**src/rtl/branch_predict_unit_if.sv**
```systemverilog
// Fetch-lookup, execute-resolve and redirect/perf-counter signals of the branch predictor.
interface branch_predict_unit_if #(
  parameter int XLEN  = 32,
  parameter int CNT_W = 32
);
  localparam int PCW = XLEN - 2;

  logic             f_valid;
  logic [PCW-1:0]   f_pc;
  logic             f_pred_taken;
  logic [PCW-1:0]   f_pred_addr;
  logic             x_valid;
  logic [1:0]       x_mode;
  logic [2:0]       x_cond;
  logic [PCW-1:0]   x_pc;
  logic [XLEN-1:0]  x_rs1;
  logic [XLEN-1:0]  x_rs2;
  logic [XLEN-1:0]  x_imm;
  logic [XLEN-1:0]  x_alu;
  logic             x_pred_taken;
  logic [PCW-1:0]   x_pred_addr;
  logic             redirect;
  logic [PCW-1:0]   redirect_addr;
  logic             flush;
  logic [CNT_W-1:0] branch_cnt;
  logic [CNT_W-1:0] mispredict_cnt;

  modport master (
    output f_valid, f_pc, x_valid, x_mode, x_cond, x_pc, x_rs1, x_rs2, x_imm, x_alu,
           x_pred_taken, x_pred_addr,
    input  f_pred_taken, f_pred_addr, redirect, redirect_addr, flush, branch_cnt,
           mispredict_cnt
  );

  modport slave (
    input  f_valid, f_pc, x_valid, x_mode, x_cond, x_pc, x_rs1, x_rs2, x_imm, x_alu,
           x_pred_taken, x_pred_addr,
    output f_pred_taken, f_pred_addr, redirect, redirect_addr, flush, branch_cnt,
           mispredict_cnt
  );
endinterface

```
**src/rtl/branch_predict_unit.sv**
```systemverilog
// Direct-mapped BTB with 2-bit bimodal counters, execute-stage branch resolution,
// registered redirect/flush on mispredict and branch/mispredict counters.
module branch_predict_unit #(
  parameter int XLEN    = 32,
  parameter int ENTRIES = 16,
  parameter int TAG_W   = 8,
  parameter int CNT_W   = 32
) (
  input logic                  clk,
  input logic                  rst_n,
  branch_predict_unit_if.slave bus
);
  localparam int PCW = XLEN - 2;
  localparam int IDX = $clog2(ENTRIES);

  logic [ENTRIES-1:0] valid_q;
  logic [TAG_W-1:0]   tag_q [ENTRIES];
  logic [PCW-1:0]     tgt_q [ENTRIES];
  logic [1:0]         ctr_q [ENTRIES];

  logic             redirect_q;
  logic [PCW-1:0]   redirect_addr_q;
  logic [CNT_W-1:0] branch_cnt_q;
  logic [CNT_W-1:0] mis_cnt_q;

  // Fetch lookup reads the arrays before this cycle's update lands.
  logic [IDX-1:0]   f_idx;
  logic [TAG_W-1:0] f_tag;
  logic             f_hit;

  assign f_idx = bus.f_pc[IDX-1:0];
  assign f_tag = bus.f_pc[IDX+TAG_W-1:IDX];
  assign f_hit = bus.f_valid & valid_q[f_idx] & (tag_q[f_idx] == f_tag);

  assign bus.f_pred_taken = f_hit & ctr_q[f_idx][1];
  assign bus.f_pred_addr  = f_hit ? tgt_q[f_idx] : bus.f_pc + PCW'(1);

  logic [IDX-1:0]   x_idx;
  logic [TAG_W-1:0] x_tag;
  logic             x_hit;
  logic             x_taken;
  logic             x_go;
  logic             x_mis;
  logic             x_br;
  logic [XLEN-1:0]  imm_sh;
  logic [PCW-1:0]   x_tgt;
  logic [PCW-1:0]   x_seq;
  logic [1:0]       ctr_nxt;

  assign x_idx  = bus.x_pc[IDX-1:0];
  assign x_tag  = bus.x_pc[IDX+TAG_W-1:IDX];
  assign x_hit  = valid_q[x_idx] & (tag_q[x_idx] == x_tag);
  assign imm_sh = $signed(bus.x_imm) >>> 2;
  assign x_tgt  = (bus.x_mode == 2'b11) ? bus.x_alu[XLEN-1:2] : bus.x_pc + imm_sh[PCW-1:0];
  assign x_seq  = bus.x_pc + PCW'(1);

  always_comb begin
    x_taken = 1'b0;
    case (bus.x_mode)
      2'b01, 2'b11: x_taken = 1'b1;
      2'b10: begin
        case (bus.x_cond)
          3'b000:  x_taken = (bus.x_rs1 == bus.x_rs2);
          3'b001:  x_taken = (bus.x_rs1 != bus.x_rs2);
          3'b100:  x_taken = ($signed(bus.x_rs1) <  $signed(bus.x_rs2));
          3'b101:  x_taken = ($signed(bus.x_rs1) >= $signed(bus.x_rs2));
          3'b110:  x_taken = (bus.x_rs1 <  bus.x_rs2);
          3'b111:  x_taken = (bus.x_rs1 >= bus.x_rs2);
          default: x_taken = 1'b0;
        endcase
      end
      default: x_taken = 1'b0;
    endcase
  end

  // Target only matters when both sides agree the branch was taken.
  assign x_go  = bus.x_valid & x_taken;
  assign x_br  = bus.x_valid & (bus.x_mode != 2'b00);
  assign x_mis = bus.x_valid & ((x_taken != bus.x_pred_taken) |
                                (x_taken & bus.x_pred_taken & (x_tgt != bus.x_pred_addr)));

  always_comb begin
    ctr_nxt = ctr_q[x_idx];
    if (x_taken) begin
      if (ctr_q[x_idx] != 2'b11) ctr_nxt = ctr_q[x_idx] + 2'b01;
    end else begin
      if (ctr_q[x_idx] != 2'b00) ctr_nxt = ctr_q[x_idx] - 2'b01;
    end
  end

  always_ff @(posedge clk or negedge rst_n) begin
    if (!rst_n) begin
      valid_q         <= '0;
      redirect_q      <= 1'b0;
      redirect_addr_q <= '0;
      branch_cnt_q    <= '0;
      mis_cnt_q       <= '0;
    end else begin
      redirect_q <= x_mis;
      if (x_mis) begin
        redirect_addr_q <= x_taken ? x_tgt : x_seq;
        mis_cnt_q       <= mis_cnt_q + CNT_W'(1);
      end
      if (x_br) branch_cnt_q <= branch_cnt_q + CNT_W'(1);
      if (bus.x_valid) begin
        // A non-branch that hit is an alias; drop the entry so it stops predicting.
        if (bus.x_mode == 2'b00 && x_hit) valid_q[x_idx] <= 1'b0;
        else if (!x_hit && x_taken)       valid_q[x_idx] <= 1'b1;
      end
    end
  end

  always_ff @(posedge clk) begin
    if (x_go) tgt_q[x_idx] <= x_tgt;
    if (x_go && !x_hit) begin
      tag_q[x_idx] <= x_tag;
      ctr_q[x_idx] <= (bus.x_mode == 2'b10) ? 2'b10 : 2'b11;
    end else if (bus.x_valid && x_hit && bus.x_mode != 2'b00) begin
      ctr_q[x_idx] <= ctr_nxt;
    end
  end

  assign bus.redirect       = redirect_q;
  assign bus.flush          = redirect_q;
  assign bus.redirect_addr  = redirect_addr_q;
  assign bus.branch_cnt     = branch_cnt_q;
  assign bus.mispredict_cnt = mis_cnt_q;

  logic unused_bits;
  assign unused_bits = ^{bus.f_pc, bus.x_pc, bus.x_alu, imm_sh};
endmodule

```
**src/flat_wrapper.sv**
```systemverilog
// flat-port wrapper written by rule: the top's interface ports become plain ports
module branch_predict_unit_flat 
#(
  parameter int XLEN    = 32,
  parameter int ENTRIES = 16,
  parameter int TAG_W   = 8,
  parameter int CNT_W   = 32
)
  (clk, rst_n, bus_f_valid, bus_f_pc, bus_x_valid, bus_x_mode, bus_x_cond, bus_x_pc, bus_x_rs1, bus_x_rs2, bus_x_imm, bus_x_alu, bus_x_pred_taken, bus_x_pred_addr, bus_f_pred_taken, bus_f_pred_addr, bus_redirect, bus_redirect_addr, bus_flush, bus_branch_cnt, bus_mispredict_cnt);
  branch_predict_unit_if #(.XLEN(XLEN), .CNT_W(CNT_W)) bus_i ();
  input logic clk;
  input logic rst_n;
  input wire logic [$bits(bus_i.f_valid)-1:0] bus_f_valid;
  input wire logic [$bits(bus_i.f_pc)-1:0] bus_f_pc;
  input wire logic [$bits(bus_i.x_valid)-1:0] bus_x_valid;
  input wire logic [$bits(bus_i.x_mode)-1:0] bus_x_mode;
  input wire logic [$bits(bus_i.x_cond)-1:0] bus_x_cond;
  input wire logic [$bits(bus_i.x_pc)-1:0] bus_x_pc;
  input wire logic [$bits(bus_i.x_rs1)-1:0] bus_x_rs1;
  input wire logic [$bits(bus_i.x_rs2)-1:0] bus_x_rs2;
  input wire logic [$bits(bus_i.x_imm)-1:0] bus_x_imm;
  input wire logic [$bits(bus_i.x_alu)-1:0] bus_x_alu;
  input wire logic [$bits(bus_i.x_pred_taken)-1:0] bus_x_pred_taken;
  input wire logic [$bits(bus_i.x_pred_addr)-1:0] bus_x_pred_addr;
  output wire logic [$bits(bus_i.f_pred_taken)-1:0] bus_f_pred_taken;
  output wire logic [$bits(bus_i.f_pred_addr)-1:0] bus_f_pred_addr;
  output wire logic [$bits(bus_i.redirect)-1:0] bus_redirect;
  output wire logic [$bits(bus_i.redirect_addr)-1:0] bus_redirect_addr;
  output wire logic [$bits(bus_i.flush)-1:0] bus_flush;
  output wire logic [$bits(bus_i.branch_cnt)-1:0] bus_branch_cnt;
  output wire logic [$bits(bus_i.mispredict_cnt)-1:0] bus_mispredict_cnt;
  assign bus_i.f_valid = bus_f_valid;
  assign bus_i.f_pc = bus_f_pc;
  assign bus_i.x_valid = bus_x_valid;
  assign bus_i.x_mode = bus_x_mode;
  assign bus_i.x_cond = bus_x_cond;
  assign bus_i.x_pc = bus_x_pc;
  assign bus_i.x_rs1 = bus_x_rs1;
  assign bus_i.x_rs2 = bus_x_rs2;
  assign bus_i.x_imm = bus_x_imm;
  assign bus_i.x_alu = bus_x_alu;
  assign bus_i.x_pred_taken = bus_x_pred_taken;
  assign bus_i.x_pred_addr = bus_x_pred_addr;
  assign bus_f_pred_taken = bus_i.f_pred_taken;
  assign bus_f_pred_addr = bus_i.f_pred_addr;
  assign bus_redirect = bus_i.redirect;
  assign bus_redirect_addr = bus_i.redirect_addr;
  assign bus_flush = bus_i.flush;
  assign bus_branch_cnt = bus_i.branch_cnt;
  assign bus_mispredict_cnt = bus_i.mispredict_cnt;
  branch_predict_unit #(.XLEN(XLEN), .ENTRIES(ENTRIES), .TAG_W(TAG_W), .CNT_W(CNT_W)) u_core (.clk(clk), .rst_n(rst_n), .bus(bus_i));
endmodule
```
**config.mk**
```make
export PLATFORM = sky130hd
export DESIGN_NAME = branch_predict_unit_flat
export DESIGN_NICKNAME = d
export VERILOG_FILES = /design/src/rtl/branch_predict_unit_if.sv /design/src/rtl/branch_predict_unit.sv /design/src/flat_wrapper.sv
export SDC_FILE = /design/constraint.sdc
export NUM_CORES = 1
export LEC_CHECK = 0
export BUFFER_PORTS_ARGS = -buffer_cell sky130_fd_sc_hd__buf_2
export CAP_MARGIN = 20
export CORE_MARGIN = 8
export CORE_UTILIZATION = 50
export DETAILED_ROUTE_END_ITERATION = 12
export GPL_TIMING_DRIVEN = 0
export PLACE_DENSITY = 0.74
export SYNTH_ARGS = -nofsm -noshare
export SYNTH_HDL_FRONTEND = slang
export SYNTH_SLANG_ARGS = --single-unit
```
**constraint.sdc**
```tcl
create_clock -name clk -period 3.2 [get_ports clk]
set_input_delay 0.16 -clock clk [delete_from_list [all_inputs] [get_ports clk]]
set_output_delay 0.16 -clock clk [all_outputs]
set_load 0.01 [all_outputs]
```
# Word-level counts from Yosys, hierarchy flattened
# Memory sizes are Yosys's and may differ from the RTL's.
# Cells that the tools add are included.
[totals]
memories = 3
elab_cells = 90
regBits = 111
latch_bits = 0
ramBits = 640
inputBits = 228
rom_bits = 0
[mem_list]
columns = ["name", "words", "width", "read_ports", "rd_ports_with_merged_regs", "write_ports", "line", "source"]
rows = [
  ["u_core.tgt_q", 16, 30, 1, 0, 1, "branch_predict_unit.sv:18", "logic [PCW-1:0] tgt_q [ENTRIES];"],
  ["u_core.tag_q", 16, 8, 2, 0, 1, "branch_predict_unit.sv:17", "logic [TAG_W-1:0] tag_q [ENTRIES];"],
  ["u_core.ctr_q", 16, 2, 2, 0, 1, "branch_predict_unit.sv:19", "logic [1:0] ctr_q [ENTRIES];"],
]
[classes]
n_div = 0
n_mul = 0
eq_ne = 15
muxes = 25
reduce_logical = 14
addsub = 7
n_bitwise = 14
shifts = 0
magnitude_cmp = 7
[ops]
columns = ["operator", "count"]
rows = [
  ["two-way mux 30 bit", 3],
  ["adder 32 x 1 -> 32 bit, second input constant", 2],
  ["greater-or-equal comparator 32 bit", 2],
  ["< comparator 32 bit", 2],
  ["adder 30 x 1 -> 30 bit, second input constant", 2],
  ["== test 32 bit", 1],
  ["two-way mux 16 bit", 2],
  ["inequality test 32 bit", 1],
  ["adder 30 bit", 1],
  ["inequality test 30 bit", 1],
  ["AND 16 bit", 1],
  ["== test 8 bit", 2],
  ["inverter 16 bit", 1],
  ["OR 16 bit", 1],
  ["== test 3 bit, second input constant", 4],
  ["two-way mux 1 bit", 11],
  ["< comparator 4 x 5 -> 1 bit, second input constant", 2],
  ["AND 1 bit", 9],
  ["binary-select mux 1 bit (select 4 bit)", 2],
  ["two-way mux 2 bit", 4],
  ["logical AND 1 bit", 6],
  ["case mux 1 bit (6 select lines)", 1],
  ["nonzero test 2 bit", 3],
  ["demux 1 bit (select 4 bit)", 1],
  ["15 further kinds", 17],
]

# Depth between registers and ports, before layout
# Gate-level depths: netlist (run 1).
[logic_depth]
ltp_word = 9
ltp_mapped = 25

# Worst setup path after synthesis (run 1)
# No wires, ideal clock.
[synth_timing]
kind = "input-to-reg"
from = "input port bus_x_rs2[21]"
to = "register u_core.mis_cnt_q[1] (netlist: u_core.bus.mispredict_cnt[1])"
path_buffers = 4
path_slack_ps = -1599
setup_time_ps = 128
required_time_ps = 3072
t_arrival_ps = 4671
stages = 24
cell_sequence = "inv_1 > ha_1 > a21o_1 > a21o_1 > a21o_1 > a22o_1 > o41a_1 > o211ai_1 > o311a_1 > buf_2 > clkbuf_1 > inv_1 > ha_1 > a31oi_1 > o221ai_1 > a211oi_1 > and4b_1 > nand3_1 > nor4_1 > nand4_1 > o41ai_2 > buf_4 > buf_6 > mux2_1"
[synth_via]
elab_chain_len = 7
word_cells_on_any_way = 13
[synth_rtl]
columns = ["item", "line", "source"]
rows = [
  ["start, declared", "flat_wrapper.sv:20", "input wire logic [$bits(bus_i.x_rs2)-1:0] bus_x_rs2;"],
  ["greater-or-equal comparator 32 bit, or another cell as far along", "branch_predict_unit.sv:68", "3'b111: x_taken = (bus.x_rs1 >= bus.x_rs2);"],
  ["case mux 1 bit (6 select lines) (*)", "branch_predict_unit.sv:62", "case (bus.x_cond)"],
  ["case mux 1 bit (2 select lines) (*)", "branch_predict_unit.sv:59", "case (bus.x_mode)"],
  ["AND 1 bit (2 in series)", "branch_predict_unit.sv:80", "(x_taken & bus.x_pred_taken & (x_tgt != bus.x_pred_addr)));"],
  ["OR 1 bit (*)", "branch_predict_unit.sv:79", "assign x_mis = bus.x_valid & ((x_taken != bus.x_pred_taken) |"],
  ["AND 1 bit (*)", "branch_predict_unit.sv:79", ""],
  ["end signal, assigned", "branch_predict_unit.sv:102", "mis_cnt_q <= mis_cnt_q + CNT_W'(1);"],
  ["end, declared", "branch_predict_unit.sv:24", "logic [CNT_W-1:0] mis_cnt_q;"],
]
# Mark *: on every way between the ends. The rest lies on a longest branch, timed or not.
# A chain may end at the register's enable or synchronous reset.

# Final worst setup path (run 1)
[layout_timing]
from = "input port bus_x_rs2[21]"
to = "register u_core.redirect_addr_q[4] (netlist: u_core.bus.redirect_addr[4])"
[layout_via]
elab_chain_len = 7
word_cells_on_any_way = 14
[layout_rtl]
columns = ["item", "line", "source"]
rows = [
  ["greater-or-equal comparator 32 bit, or another cell as far along", "branch_predict_unit.sv:68", ""],
  ["case mux 1 bit (6 select lines) (*)", "branch_predict_unit.sv:62", ""],
  ["case mux 1 bit (2 select lines) (*)", "branch_predict_unit.sv:59", ""],
  ["AND 1 bit (2 in series)", "branch_predict_unit.sv:80", ""],
  ["OR 1 bit", "branch_predict_unit.sv:79", ""],
  ["AND 1 bit", "branch_predict_unit.sv:79", ""],
  ["end signal, assigned", "branch_predict_unit.sv:101", "redirect_addr_q <= x_taken ? x_tgt : x_seq;"],
  ["end, declared", "branch_predict_unit.sv:22", "logic [PCW-1:0] redirect_addr_q;"],
]
# Marks and branches as above.

==> run summary, run 1 <==
The final sum of negative setup slack is -94.05 ns. The sum of routed wire length over all layers came out at around 130,000 µm. The area of the die came out at 81,240 µm². The total number of placement rows came out at 98. The number of input and output port buffers inserted is between 300 and 400.

The final setup skew is ~0.054 ns. The latest clock arrival within the worst-skew pair is roughly 0.66 ns. The post-synthesis adder-cell area fraction came out at 2.469%. The portion of netlist area occupied by mux cells came out at approximately 17%. The path category of the worst min-delay check is input pin to flop. Entering global routing, the biggest net connects 60 pins. The overall power consumption is approximately 26 mW.

Max-cap violations in this run came to 0. The arrival time of the worst setup path came out at around 5 ns. The xor-xnor portion of the synthesized cell area came out at around 4.2%.

The most used flip-flop cell after synthesis is edfxtp_1. The final reports fail on setup timing. The worst slack at placement came out at -2.641 ns. The classification of the worst setup path is input pin to flop. Dividing the detail-routed via count by the number of cells gives ~6.6. The average wire length per cell after detail routing is ~33 µm. The cell taking the most area after synthesis is edfxtp_1. Leaving out fill and tap cells, the most frequent cells in the layout are edfxtp_1, buf_2, mux4_2, nand2_1, dfrtp_1. The library cell used most frequently in the layout, excluding fill and tap cells, is edfxtp_1.

The buffer depth of the longest clock path came out at 3. Relative to the synthesized area, the layout overhead comes to 25.92%. The number of antenna violations at the first check in global routing came to 18. For this run, the top clock speed supported by timing is between 200 and 250 MHz. The minimum clock period came out at 4.448 ns. TritonCTS created 77 clock buffers.

The run finished, with violations left. The largest driver fanout on the critical path is 7. For this block, the via count after detailed routing is between 20,000 and 30,000. The final hold slack is around 0.05 ns. The H-tree depth reported by CTS is 3. The synthesized area divided by synthesized cell count is 15.41 µm².

The number of nets with antenna violations after detailed routing is 0. The slew at the pin closest to its max-slew limit is roughly 1.1 ns. Once the floorplan was initialized, standard cells occupied 50.53% of the core. The post-route worst setup slack is -1.248 ns. The count of synthesis-stage warnings from yosys came out at 0. The layout cell share with drive strength beyond 1 is a little under two fifths. Clock-pin slew was measured on the worst setup and hold paths at about 0.06 ns. The buffer type at the clock tree root is clkbuf_16. Setup violations remaining at the end of the flow were counted as 160. The number of enable-type register cells in the synthesized netlist is between 600 and 700. The filler cell count is approximately 5,000. The slowest stage of the critical path is the o41ai_4 cell. STA classifies the critical path startpoint as an input pin.

The number of library cell types mapped by synthesis came out at 80. Of the post-synthesis cell area, the dominant cell type holds 53.11%. The proportion of register bits with asynchronous set or reset after synthesis came out at about 15%. The relative slew slack is about 28%. The longest individual stage delay on the worst path came out at around 0.45 ns. The clock sink total came out at around 750. The simple logic cell fraction of the synthesized area is between 7 and 8%. The number of instances in the synthesized netlist came out at between 2,000 and 2,500. Across every metal layer, demand over resource in global routing totals between 30% and 40%.

The number of top-level design ports is approximately 360. The post-synth net total is about 2,600. The most used cell along the critical path is a21o_1.

The number of max-slew violations in the final report came to 0. The synthesized-area fraction occupied by ao, oa, aoi and oai cells came out at ~5.7%. The overflow left after global routing came out at 0. Across the VDD grid, the largest voltage drop is between 300 and 400 µV. After synthesis, the cell types taking the most area are edfxtp_1, mux4_2, dfrtp_1. The area inside the core boundary came out at approximately 72,000 µm².

The via count of the first global-routing pass came out at about 26,000. After synthesis, the largest family of logic cells by area is multiplexers. The register bit total from synthesis is between 700 and 800.

The global-route wire length before repair is roughly 180,000 µm. The first-pass detailed-route iteration total is 6. The required time at the worst-slack endpoint came out at 3.73 ns. The height of the die is 285.0 µm.

TritonCTS built the clock tree. The net total in the final layout is 3,222. The final weighted congestion in routability-driven placement came out at 0.9404. The power per standard cell area came out at 560.7 nW/µm². The final clock period utilization by the worst path came out at 139.0%. The final hold violation count came out at 0. The leakage power is about 17 nW. The HPWL after detailed placement is roughly 85,000 µm.

Setup repair after global routing could not meet its margin everywhere. The overall die width came out at around 290 µm. Of the synthesized area, sequential elements account for between 60% and 70%. The number of remaining DRC errors is 0. The cell area after technology mapping is around 36,000 µm². The DRC violation total after the first TritonRoute iteration is 3,291. The worst setup path is captured at a flop.
-- sequential cells by signal (all words and copies together), names as in the netlist, named ones only --
register,cells
u_core.tag_q,128
u_core.bus.branch_cnt,32
u_core.ctr_q,32
u_core.tgt_q,480
u_core.bus.mispredict_cnt,32
u_core.bus.flush,1
u_core.bus.redirect_addr,30
-- logic make-up (layout without fill, tap and decap cells) --
family / after synthesis / in the layout
simple gates: 540 / 540
other cells: 0 / 9
fa+ha+maj: 71 / 71
compound gates: 309 / 309
buf+inv: 200 / 833
xor+xnor: 174 / 174
mux: 304 / 304
flops: 751 / 751
-- timing repair --
| action | CTS | global route |
|---|---|---|
| buffers inserted | 84 | 15 |
| endpoints found under the hold margin | 141 | 0 |
| setup endpoints to repair | 738 | 413 |
| hold buffers | 13 | 0 |
| cloned | 8 | 1 |
| resized for setup | 188 | 89 |
| pin swaps | 67 | 36 |
-- per-layer routing --
layer  vias to the layer above  track usage [%]  wire (µm)
met5                         -                0         79
met4                        12            11.91       5920
met3                       393            7.333      13340
met2                      1938            53.85      65530
met1                     13080            36.88      44410
li1                      10460                -          -
-- final timing paths --
| kind | endpoint | slack, ns | start | cells past startpoint |
|---|---|---|---|---|
| setup / recovery | u_core.bus.redirect_addr[4] | -1.25 | bus_x_rs2[21] | 25 |
| hold / removal | u_core.bus.redirect_addr[25] | 0.05 | bus_x_pc[25] | 5 |
| setup reg to reg | u_core.ctr_q[0][0] | -0.09 | u_core.tag_q[10][2] | 11 |
| hold reg to reg | u_core.bus.mispredict_cnt[31] | 0.48 | u_core.bus.mispredict_cnt[31] | 1 |
| max in group asynchronous | u_core.bus.redirect_addr[21] | 2.26 | rst_n | 3 |
| min in group asynchronous | u_core.bus.branch_cnt[30] | 0.13 | rst_n | 2 |
-- power by group --
| part | internal (mW) | switching [mW] |
|---|---|---|
| sequential | 11.3 | 0.367 |
| combinational | 1.73 | 2.49 |
| clock | 5.59 | 4.08 |
-- critical path, delay by kind of cell --
kind                       cells  cell delay (ns)
buffers and inverters          7             0.82
AOI/OAI and AO/OA             11             2.64
adders and majority gates      2             0.39
and+or+nand+nor                4             0.65
muxes                          1             0.29
-- per-stage QoR --
stage / instance area, µm² / util [%] / std cells
6_report: 45570 / 63.64 / 3941
5_1_grt: 45560 / 63.62 / 3937
4_1_cts: 45130 / 63.02 / 3918
3_5_place_dp: 40310 / 56.30 / 3677
3_3_place_gp: 39690 / 55.43 / 3643
2_1_floorplan: 36780 / - / 2349
-- layout make-up --
class | instances | area (µm²) | share of cell area [%]
multi-input cells | 1398 | 14440 | 31.69
well taps | 950 | 1189 | 2.608
inverters | 79 | 304.0 | 0.6672
clock inverters | 50 | 685.7 | 1.505
clock buffers | 87 | 1986 | 4.357
repair buffers | 501 | 4195 | 9.206
flip-flops and latches | 751 | 22000 | 48.27
plain buffers | 116 | 749.5 | 1.645
diodes | 9 | 22.52 | 0.04942
-- cell usage after synthesis, types with 6 or more instances --
| library cell | count |
|---|---|
| mux2_1 | 9 |
| o211ai_1 | 13 |
| nor3_1 | 42 |
| and2_1 | 10 |
| and3_1 | 23 |
| mux2i_1 | 10 |
| ha_1 | 69 |
| o22a_1 | 17 |
| nand2b_1 | 8 |
| nor2_1 | 124 |
| mux4_2 | 255 |
| a31oi_1 | 11 |
| clkbuf_1 | 67 |
| nor2b_1 | 16 |
| nand3_1 | 49 |
| nor4_1 | 13 |
| o21ai_0 | 62 |
| buf_4 | 6 |
| o31ai_1 | 9 |
| and4_1 | 10 |
| o21a_1 | 10 |
| nand4_1 | 48 |
| mux2_2 | 30 |
| a2111oi_0 | 6 |
| buf_1 | 23 |
| or3_1 | 8 |
| o21ai_1 | 24 |
| a211oi_1 | 12 |
| nor3b_1 | 7 |
| xor2_1 | 76 |
| inv_1 | 78 |
| xnor2_1 | 98 |
| a21o_1 | 22 |
| buf_2 | 23 |
| dfrtp_1 | 111 |
| a21oi_1 | 62 |
| edfxtp_1 | 640 |
| o2111ai_1 | 7 |
| nand2_1 | 167 |
No activity file was read; power rests on OpenSTA's default activity.
==> inputs of run 2 (changes only) <==
CELL_PAD_IN_SITES_DETAIL_PLACEMENT = 0   (was unset)
CELL_PAD_IN_SITES_GLOBAL_PLACEMENT = 1   (was unset)
CORE_ASPECT_RATIO = 0.75   (was unset)
CORE_UTILIZATION = 45   (was 50)
PLACE_DENSITY = 0.78   (was 0.74)
RECOVER_POWER = 50   (was unset)
==> run 2 against run 1 <==
  * The run ends with capacitance limit, slew limit, setup timing left
  * Via count is 4.7% lower
  * Wire length is 7.7% lower
  * Sequential power hardly changed
  * First-iteration DRC count is 9.7% lower
  * Combinational power hardly changed
  * Register-to-register slack worse by 0.03 ns
  * Flip-flop and latch count stayed put
  * Clock skew is 0.029 ns lower
  * Sequential share of layout area is 0.16 points higher
  * Die area is 11% higher
  * Critical path type unchanged
  * Largest cell class unchanged
  * Largest power group unchanged
==> run summary, run 2 (same netlist as run 1, synthesis figures left out) <==
The max-capacitance violation count came out at 1 (+1). The worst setup path is of the input pin to flop kind. The first-pass detailed-route iteration total was 8 (+2). The number of max-slew violations in the final report was 64 (+64). The number of top-level design ports came out at 355 (unchanged). The post-route worst setup slack is -1.121 ns (+0.1269 ns).

The maximum number of pins on one net before global-route repair is 64 (+6.7%). The required time at the worst-slack endpoint was 3.71 ns (-0.02 ns). The starting density of the core is 45.20% (-5.3 points).

The final clock period utilization by the worst path is 135.0% (-4.0 points). The final hold violation count was 0 (unchanged). The via count of the first global-routing pass was 24,990 (-5.2%). The height of the die is 261.6 µm (-8.2%). The net load switching power was 6.718 mW (-3.1%). The final sum of negative setup slack came out at -84.31 ns (+9.739 ns). The switching share of total power is 27.28% (+0.14 points). The top achievable clock speed was 231.4 MHz (+2.9%).

The number of setup violations in the final report came out at 109 (-32%). The filler cell count is 6,231 (+24%). The sum of routed wire length over all layers came out at 119,300 µm (-7.7%). The arrival time of the worst setup path came out at 4.83 ns (-0.15 ns). The number of nets with antenna violations after detailed routing is 0 (unchanged). The final setup skew came out at 0.02527 ns (-0.02865 ns). The root buffer cell chosen for the clock tree is clkbuf_16. The leakage power came out at 16.15 nW (-2.9%). The power per standard cell area is 542.2 nW/µm² (-3.3%). The number of remaining DRC errors came out at 0 (unchanged). The total clock buffers created by CTS is 75 (-2.6%). The placement-stage cell area came out at 40,440 µm² (+0.30%). The area inside the core boundary came out at 80,060 µm² (+12%).

The final weighted congestion in routability-driven placement is 0.9235 (-1.8%). The clock transition at the register clock pins on the worst setup and hold paths after CTS came out at 0.06 ns (about the same). On the critical path, the stage with the largest delay is an instance of o41ai_4. The area of the die came to 89,840 µm² (+11%).

The total number of placement rows is 90 (-8.2%). The layout cell share with drive strength beyond 1 came out at 34.89% (-2.3 points). The global-route wire length before repair came out at 172,300 µm (-6.2%).

The clock power share is 35.5% (-2.3 points). The aggregate global-route resource usage is 26.25% (-4.6 points). The final cell count without fillers is 4,036 (+2.4%). The overall via count from detail_route is 24,660 (-4.7%). Setup repair after global routing could not meet its margin everywhere. The layout overhead on the synthesized area came out at 25.52%. The flow ran to the end, but the final reports show violations.

The relative slew slack is -5.338% (-33 points). The average wire length per cell after detail routing came out at 29.56 µm (-9.9%). The minimum clock period is 4.321 ns (-0.1269 ns). The number of input and output port buffers inserted was 344 (unchanged). TritonCTS built the clock tree. The number of vias per cell after detailed routing came to 6.110 (-7.0%). In the layout the commonest cells are edfxtp_1, mux4_2, buf_2, clkbuf_1, nand2_1. The number of antenna violations at the first check in global routing is 23 (+5). The DRC violation total after the first TritonRoute iteration came out at 2,972 (-9.7%). More flip-flops sit in one register than any other, and that register is u_core.tgt_q. The clock sink total is 751 (unchanged). The latest clock arrival within the worst-skew pair came out at 0.64 ns (-0.02 ns).

The cell area after layout came out at 45,420 µm² (-0.32%). The cell total after placement came out at 3,786 (+3.0%). The path category of the worst min-delay check is input pin to flop. The final reports fail on capacitance limit, slew limit, setup timing. The sequential power share is 47.4% (+1.7 points). The largest driver fanout on the critical path is 5 (-2).

The most frequent standard cell in the layout excluding fill and tap cells is edfxtp_1. The net total in the final layout came out at 3,197 (-0.78%). The number of flip-flops under the largest register name was 480 (unchanged).

The slew at the pin closest to its max-slew limit is 1.580 ns (+0.5016 ns). The largest registers in the layout are u_core.tgt_q (480), u_core.tag_q (128). The H-tree depth reported by CTS came out at 3 (unchanged). The worst setup path is captured at a flop. STA classifies the critical path startpoint as an input pin. The combinational cell fraction of total power came out at 17.0% (+0.5 points).

The longest individual stage delay on the worst path came out at 0.42 ns (-0.03 ns). The overflow left after global routing came out at 0 (unchanged). The buffer depth of the longest clock path came to 3 (unchanged). The placed wire-length estimate after detailed placement came out at 83,930 µm (-1.1%). The internal power came out at 17.91 mW (-3.8%). The peak supply drop came out at 372.9 µV (-5.7%). The overall die width is 343.4 µm (+20%).
[run 2: final cells by class]
| cell class | count | area, µm² | share of cell area (%) |
|---|---|---|---|
| inverter | 79 | 311.5 | 0.6859 |
| clock buffer | 98 | 2004 | 4.413 |
| buffer | 117 | 789.5 | 1.738 |
| timing repair buffer | 477 | 3819 | 8.407 |
| sequential | 751 | 22000 | 48.43 |
| multi-input combinational | 1398 | 14720 | 32.41 |
| clock inverter | 41 | 412.9 | 0.9090 |
| tap | 1058 | 1324 | 2.914 |
| antenna | 17 | 42.54 | 0.09366 |
[run 2: routing by layer]
layer | track usage [%] | share of wire, %
met1 | 36.59 | 41
met2 | 41.38 | 47
met3 | 6.948 | 10
met4 | 6.267 | 2.5
met5 | 0 | 0.066
[run 2: critical path: cells and delay by family]
family | cells | cell delay (ns)
xor+xnor | 1 | 0.17
simple gates | 5 | 0.72
buf+inv | 8 | 0.87
compound gates | 11 | 2.48
fa+ha+maj | 2 | 0.40
[run 2: metrics by stage]
stage / worst slack (ns) / utilization [%] / hold WS [ns] / power [mW]
floorplan: -1.271 / - / -0.1356 / 13.88
detailed placement: -2.524 / 50.50 / 0.3166 / 15.55
global placement: -3.348 / 49.74 / 0.4571 / 15.35
finish: -1.121 / 56.73 / 0.01302 / 24.63
CTS: -1.105 / 55.90 / 0.002243 / 24.51
global route: -1.241 / 56.69 / -0.0004222 / 25.40
[run 2: repair_timing]
action                                  CTS  global route
endpoints found under the hold margin   129             0
pin swaps                                58            36
gates resized for setup                 215           127
hold buffers                              8             0
gates cloned                              6             3
endpoints found under the setup margin  719           482
setup buffers                            60            17
[run 2: final timing paths]
kind	startpoint	to	slack (ns)	cells after the start
min reg2reg	u_core.bus.branch_cnt[31]	u_core.bus.branch_cnt[31]	0.47	1
max reg2reg	u_core.tag_q[11][0]	u_core.ctr_q[9][0]	-0.12	11
min in group asynchronous	rst_n	u_core.bus.branch_cnt[13]	0.46	2
max in group asynchronous	rst_n	u_core.bus.redirect_addr[0]	0.59	3
max	bus_x_rs2[21]	u_core.bus.mispredict_cnt[26]	-1.12	27
min	bus_x_pc[9]	u_core.tag_q[5][5]	0.01	1
[run 2: power groups by stage]
stage | clock, mW | combinational (mW) | sequential (mW)
after floorplan | 0 | 2.06 | 11.8
after detailed placement | 0 | 3.73 | 11.8
final | 8.75 | 4.20 | 11.7
after CTS | 8.84 | 4.04 | 11.6
after global placement | 0 | 3.55 | 11.8
after global routing | 9.22 | 4.47 | 11.7
